--- src/rtl/bcd_timer_pkg.sv ---
// Shared types, digit limits and preset validation for the BCD timer controller.
package bcd_timer_pkg;

  typedef enum logic [1:0] {IDLE, RUN, PAUSE, DONE} state_e;

  typedef logic [3:0] bcd_digit_t;

  localparam bcd_digit_t ONES_MAX = 4'd9;
  localparam bcd_digit_t TENS_MAX = 4'd5;

  // A field is legal when its ones digit is decimal and the whole field does not exceed max.
  // With max=8'h59 this also bounds the tens digit to 5.
  function automatic logic bcd_field_ok(input logic [7:0] field, input logic [7:0] max);
    return (field[3:0] <= ONES_MAX) && (field <= max);
  endfunction

endpackage

--- src/rtl/bcd_digit_cell.sv ---
// One BCD digit step: returns the next value and a carry (up) or borrow (down) for the next digit.
module bcd_digit_cell
  import bcd_timer_pkg::*;
(
  input  bcd_digit_t digit,
  input  bcd_digit_t max,
  input  logic       en,
  input  logic       dir,
  output bcd_digit_t nxt,
  output logic       cy
);

  always_comb begin
    nxt = digit;
    cy  = 1'b0;
    if (en) begin
      if (dir) begin
        cy  = (digit == 4'd0);
        nxt = cy ? max : digit - 4'd1;
      end else begin
        cy  = (digit >= max);
        nxt = cy ? 4'd0 : digit + 4'd1;
      end
    end
  end

endmodule

--- src/rtl/bcd_timer_ctl.sv ---
// N-field base-60 BCD up/down timer with prescaler, preset load and run FSM.
// Optional lap capture (lap, lap_times, lap_valid) is built when BCD_TIMER_LAP_EN is defined.
module bcd_timer_ctl
  import bcd_timer_pkg::*;
#(
  parameter int unsigned TICK_DIV = 100_000_000,
  parameter int unsigned N_FIELDS = 2,
  parameter logic [7:0]  TOP_MAX  = 8'h59
) (
  input  logic                  clk,
  input  logic                  init_rst,
  input  logic                  rst,
  input  logic                  setting,
  input  logic                  start,
  input  logic                  stop,
  input  logic                  dir,
  input  logic                  load,
  input  logic [8*N_FIELDS-1:0] load_val,
`ifdef BCD_TIMER_LAP_EN
  input  logic                  lap,
  output logic [8*N_FIELDS-1:0] lap_times,
  output logic                  lap_valid,
`endif
  output logic [8*N_FIELDS-1:0] times,
  output logic                  running,
  output logic                  done,
  output logic [8*N_FIELDS-1:0] time_out,
  output logic                  load_err
);

  localparam int unsigned W  = 8 * N_FIELDS;
  localparam int unsigned ND = 2 * N_FIELDS;
  localparam int unsigned PW = (TICK_DIV > 1) ? $clog2(TICK_DIV) : 1;
  localparam logic [PW-1:0] PRESC_LAST = PW'(TICK_DIV - 1);

  state_e         state_q, state_d;
  logic [W-1:0]   times_q, times_d;
  logic [W-1:0]   preset_q, preset_d;
  logic           dir_q, dir_d;
  logic [PW-1:0]  presc_q, presc_d;
  logic           load_err_q, load_err_d;
  logic           running_q, done_q;

  logic           cnt_en, tick;
  logic [W-1:0]   term_up, times_cnt, times_step;
  logic [ND:0]    en_chain;
  logic           load_ok;

  assign cnt_en      = (state_q == RUN) && !setting;
  assign tick        = cnt_en && (presc_q == PRESC_LAST);
  assign en_chain[0] = tick;

  always_comb begin
    term_up = '0;
    for (int f = 0; f < int'(N_FIELDS); f++)
      term_up[8*f +: 8] = (f == int'(N_FIELDS) - 1) ? TOP_MAX : 8'h59;
  end

  always_comb begin
    load_ok = 1'b1;
    for (int f = 0; f < int'(N_FIELDS); f++)
      if (!bcd_field_ok(load_val[8*f +: 8], (f == int'(N_FIELDS) - 1) ? TOP_MAX : 8'h59))
        load_ok = 1'b0;
  end

  // Ripple chain of digit cells; the top field uses its own tens limit from TOP_MAX.
  for (genvar g = 0; g < int'(ND); g++) begin : g_digit
    localparam bit         IS_TOP  = ((g / 2) == int'(N_FIELDS) - 1);
    localparam bit         IS_TENS = ((g % 2) != 0);
    localparam bcd_digit_t MAXV    = IS_TENS ? (IS_TOP ? TOP_MAX[7:4] : TENS_MAX) : ONES_MAX;

    bcd_digit_cell u_cell (
      .digit (times_q[4*g +: 4]),
      .max   (MAXV),
      .en    (en_chain[g]),
      .dir   (dir_q),
      .nxt   (times_cnt[4*g +: 4]),
      .cy    (en_chain[g+1])
    );
  end

  // A carry out of the top field would wrap; hold instead so the top field saturates.
  assign times_step = en_chain[ND] ? times_q : times_cnt;

  always_comb begin
    state_d    = state_q;
    times_d    = times_q;
    preset_d   = preset_q;
    dir_d      = dir_q;
    presc_d    = presc_q;
    load_err_d = 1'b0;

    if (rst) begin
      state_d = IDLE;
      times_d = dir_q ? preset_q : '0;
      presc_d = '0;
    end else if (load && (setting || state_q != RUN)) begin
      if (load_ok) begin
        times_d  = load_val;
        preset_d = load_val;
        state_d  = IDLE;
        presc_d  = '0;
      end else begin
        load_err_d = 1'b1;
      end
    end else if (stop && state_q == RUN) begin
      state_d = PAUSE;
    end else if (start && state_q != RUN) begin
      case (state_q)
        IDLE: begin
          dir_d   = dir;
          presc_d = '0;
          if (dir ? (times_q == '0) : (times_q == term_up)) state_d = DONE;
          else                                              state_d = RUN;
        end
        PAUSE: state_d = RUN;
        DONE: begin
          // Restarting a finished countdown reloads the preset.
          if (dir_q && preset_q != '0) begin
            state_d = RUN;
            times_d = preset_q;
            presc_d = '0;
          end
        end
        default: state_d = state_q;
      endcase
    end else if (cnt_en) begin
      presc_d = tick ? '0 : presc_q + PW'(1);
      if (tick) begin
        times_d = times_step;
        if (dir_q ? (times_step == '0) : (times_step == term_up)) state_d = DONE;
      end
    end
  end

  always_ff @(posedge clk) begin
    if (init_rst) begin
      state_q    <= IDLE;
      times_q    <= '0;
      preset_q   <= '0;
      dir_q      <= 1'b0;
      presc_q    <= '0;
      load_err_q <= 1'b0;
      running_q  <= 1'b0;
      done_q     <= 1'b0;
    end else begin
      state_q    <= state_d;
      times_q    <= times_d;
      preset_q   <= preset_d;
      dir_q      <= dir_d;
      presc_q    <= presc_d;
      load_err_q <= load_err_d;
      running_q  <= (state_d == RUN);
      done_q     <= (state_d == DONE);
    end
  end

  assign times    = times_q;
  assign running  = running_q;
  assign done     = done_q;
  assign load_err = load_err_q;
  assign time_out = {W{done_q & ~setting}};

`ifdef BCD_TIMER_LAP_EN
  logic [W-1:0] lap_times_q, lap_times_d;
  logic         lap_valid_q, lap_valid_d;

  always_comb begin
    lap_times_d = lap_times_q;
    lap_valid_d = lap_valid_q;
    if (rst) begin
      lap_times_d = '0;
      lap_valid_d = 1'b0;
    end else if (lap && (state_q == RUN || state_q == PAUSE)) begin
      lap_times_d = times_q;
      lap_valid_d = 1'b1;
    end
  end

  always_ff @(posedge clk) begin
    if (init_rst) begin
      lap_times_q <= '0;
      lap_valid_q <= 1'b0;
    end else begin
      lap_times_q <= lap_times_d;
      lap_valid_q <= lap_valid_d;
    end
  end

  assign lap_times = lap_times_q;
  assign lap_valid = lap_valid_q;
`endif

endmodule

--- config.mk ---
export PLATFORM = sky130hd
export DESIGN_NAME = bcd_timer_ctl
export DESIGN_NICKNAME = d
export VERILOG_FILES = /design/src/rtl/bcd_timer_pkg.sv /design/src/rtl/bcd_digit_cell.sv /design/src/rtl/bcd_timer_ctl.sv
export SDC_FILE = /design/constraint.sdc
export NUM_CORES = 1
export LEC_CHECK = 0
export ABC_AREA = 0
export CAP_MARGIN = 20
export CORE_ASPECT_RATIO = 1.5
export CORE_MARGIN = 10
export CORE_UTILIZATION = 50
export CTS_BUF_LIST = sky130_fd_sc_hd__clkbuf_4
export DETAILED_ROUTE_END_ITERATION = 10
export GPL_ROUTABILITY_DRIVEN = 1
export GPL_TIMING_DRIVEN = 0
export HOLD_SLACK_MARGIN = 0.1
export PLACE_DENSITY = 0.7
export SYNTH_ARGS = -nofsm -noshare
export SYNTH_HDL_FRONTEND = slang
export SYNTH_SLANG_ARGS = --single-unit
export TNS_END_PERCENT = 20
--- constraint.sdc ---
create_clock -name clk -period 4.28 [get_ports clk]
set_input_delay 0.856 -clock clk [delete_from_list [all_inputs] [get_ports clk]]
set_output_delay 0.856 -clock clk [all_outputs]
set_load 0.05 [all_outputs]
==> impl_metrics.py <==
metrics = {
    "run_status": {
        "status": "complete, no violations",
    },
    "setup_path": {
        "r2r_end": "done$_SDFF_PP0_",
        "regToRegSetupSlack_ns": 0.37,
        "crit_path_frequent_cell": "clkdlybuf4s50_1",
        "startpoint_type": "primary input",
        "path_class": "in -> out",
        "critical_path_buf_inv_count": 3,
        "required_ns": 3.42,
        "cp.arrival_ns": 3.22,
        "crit_family": "buffers and inverters",
        "critPathMaxFanout": 16,
        "crit_chain": "clkdlybuf4s50_1 -> nor2b_1 -> buf_4 -> clkdlybuf4s50_1",
        "reg2reg_depth": 13,
        "crit_path_top_delay_cell": "clkdlybuf4s50_1",
        "worstSetupEndpointType": "primary output",
        "reg2reg_from": "times[0]$_SDFFE_PP0P_",
        "cpPeakStageDelay_ns": 0.81,
    },
    "worst_hold_path": {
        "hold_class": "reg -> reg",
        "min_path_cells": 1,
        "whs_endpoint": "preset_q[15]$_SDFFE_PP0P_",
        "hold_start": "preset_q[15]$_SDFFE_PP0P_",
    },
    "synth": {
        "ys_top_cells_by_area": "dfxtp_1, nor2_1, mux2i_1, xnor2_1, ha_1",
        "synth.largest_area_cell": "dfxtp_1",
        "synth_area_sq_um": 4710,
        "syn_nets": 647,
        "ys_ff_latch": 65,
        "synth_top_area_share": 0.276,
        "synth_seq_area_share": 0.276,
        "ys.flop_type": "dfxtp_1",
        "syn_inst": 610,
        "ys_warn_count": 0,
        "synth.distinct_cells": 77,
        "synthArstFlopShare": 0,
        "syn_avg_cell_area_sq_um": 7.72,
        "synth-edff-count": 0,
    },
    "floorplan": {
        "die_w_um": 99.2,
        "die-area_sq_um": 13800,
        "fp-row-count": 43,
        "io_pins": 59,
        "coreArea_sq_um": 9200,
        "start_util": 0.512,
        "die_h_um": 139,
    },
    "timing": {
        "worst_pin_slew_ns": 0.949,
        "fin_tns_setup_ns": 0,
        "period_minus_slack_ns": 4.07,
        "fmax_mhz": 245,
        "slew_headroom": 0.366,
        "setup_viol": 0,
        "period_share": 0.952,
        "rsz0062_at_grt": "false",
        "skew_ns": 0.0249,
        "hold_ws_ns": 0.541,
        "drv_slew": 0,
        "hold_viol": 0,
    },
    "routing": {
        "top_layer": "met4",
        "viasPerCell": 6.35,
        "drtIter0Drc": 474,
        "wl_mm": 16.4,
        "dr.pass1.iters": 5,
        "wl_met2_mm": 8.54,
        "met1_length_mm": 5.98,
        "dr_total_vias": 5048,
        "drc": 0,
        "wire_per_inst_um": 20.7,
        "postRouteAntennaNets": 0,
        "route.met3.wl_mm": 1.11,
    },
    "run": {
        "max_cap_viol_count": 0,
    },
    "layout": {
        "layout_commonest_cell": "nor2_1",
        "final_cell_mix": "nor2_1, dfxtp_1, clkdlybuf4s50_1, nand2_1, a21oi_1",
        "drive_gt1_frac": 0.0864,
        "area_growth_pct": 19.6,
        "nNetsFinal": 716,
        "fillers": 875,
        "n_antenna_cell": 0,
    },
    "clock_network": {
        "cts-resized-gates": 0,
        "postCtsSetupBuffers": 0,
        "cts_sinks": 65,
        "clk_latency_ns": 0.44,
        "hold_buffers": 0,
        "cts_tree": "done",
        "cts_buffers": 9,
        "cts-htree-levels": 3,
        "clkTransAtPathRegs_ns": 0.12,
        "clockBufferDepth": 2,
        "cts-root-buf": "clkbuf_4",
    },
    "placed_design": {
        "portBuffers": 57,
        "place.gp.congestion": 0.972,
        "dpl.hpwl_mm": 13.0,
    },
    "grt": {
        "grt_pass1_wl_mm": 25.9,
        "grt_max_degree": 17,
        "overflow": 0,
        "grtUsageTotal": 0.231,
        "grt_pass1_vias": 4977,
        "antenna_found_initial": 0,
    },
    "pwr": {
        "power_w": 0.00160,
        "ir_worst_vdd_uv": 230,
        "cellPowerDensity_nw_per_um2": 285,
        "power.static_leakage_nw": 1.99,
    },
}
stage by stage:
| step | std cells | utilization | instance area, sq um | setup slack [ns] |
|---|---|---|---|---|
| floorplan | 610 | - | 4710 | 0.790 |
| global placement | 779 | 0.589 | 5420 | 0.241 |
| detailed placement | 780 | 0.589 | 5420 | 0.186 |
| CTS | 795 | 0.612 | 5630 | 0.170 |
| global route | 795 | 0.612 | 5630 | 0.0285 |
| finish | 795 | 0.612 | 5630 | 0.206 |
per-layer routing:
metal	global-route usage	vias up
li1	-	2362
met1	0.239	2376
met2	0.415	244
met3	0.0449	66
met4	0.136	0
met5	0	-
cell families after synthesis:
kind of cell               Yosys count  synth area share
and+or+nand+nor                    255             0.274
muxes                               22            0.0478
xor gates and xnor gates            29            0.0540
buffers and inverters               71            0.0742
adders and majority gates           13            0.0346
DFF                                 65             0.276
AOI/OAI and AO/OA                  155             0.239
flip-flops by register name (all words and copies together) (netlist names):
register  flops
preset_q     16
done          1
dir_q         1
state_q       2
running       1
load_err      1
times        16
presc_q      27
how the worst max path moves through the flow:
| stage | cells after the start | startpoint | end |
|---|---|---|---|
| 2_1_floorplan | 13 | times[0]$_SDFFE_PP0P_ | times[15]$_SDFFE_PP0P_ |
| 3_3_place_gp | 11 | setting | running$_SDFF_PP0_ |
| 3_5_place_dp | 4 | setting | time_out[11] |
| 4_1_cts | 4 | setting | time_out[11] |
| 5_1_grt | 4 | setting | time_out[11] |
| 6_report | 4 | setting | time_out[11] |
synth_stat cells (6+ instances only):
cell type and count:
buf_2 9, and2_1 7, a222oi_1 8, mux2i_1 21, ha_1 13, xor2_1 8
nor3_1 24, o21ai_0 19, o211ai_1 11, nor2b_1 9, a31oi_1 6, a22oi_1 7
a21oi_1 31, nor2_1 97, nand4_1 15, nor3b_1 6, nand3_1 9, dfxtp_1 65
nand2_1 43, clkbuf_1 24, xnor2_1 21, nor4_1 9, buf_4 15, a221oi_1 8
and3_1 8, nand2b_1 7, inv_1 20, a211oi_1 11
worst reg2reg max path: stages (launching register included):
cell and delay [ns]:
dfxtp_1 0.39, clkbuf_1 0.23, inv_1 0.21, ha_1 0.29, nor3b_2 0.45, o2bb2ai_2 0.25
and4_4 0.29, buf_6 0.12, nand4_2 0.24, a22oi_1 0.47, o41ai_1 0.17, nor4_1 0.31
a21oi_1 0.17, nor2b_1 0.23
layout make-up:
cell class / count / area [sq um] / share of cell area
inverters: 20 / 75.1 / 0.0133
clock inverters: 6 / 138 / 0.0245
well taps: 112 / 140 / 0.0249
multi-input cells: 474 / 3060 / 0.543
flip-flops and latches: 65 / 1300 / 0.231
clock buffers: 9 / 67.6 / 0.0120
repair buffers: 58 / 576 / 0.102
plain buffers: 51 / 274 / 0.0487
where the power goes:
part / total [W] / switching (W) / internal [W]
Sequential: 0.000638 / 0.0000198 / 0.000618
Clock: 0.000601 / 0.000246 / 0.000355
Combinational: 0.000364 / 0.000235 / 0.000129
Power figures use the tool's default switching activity.
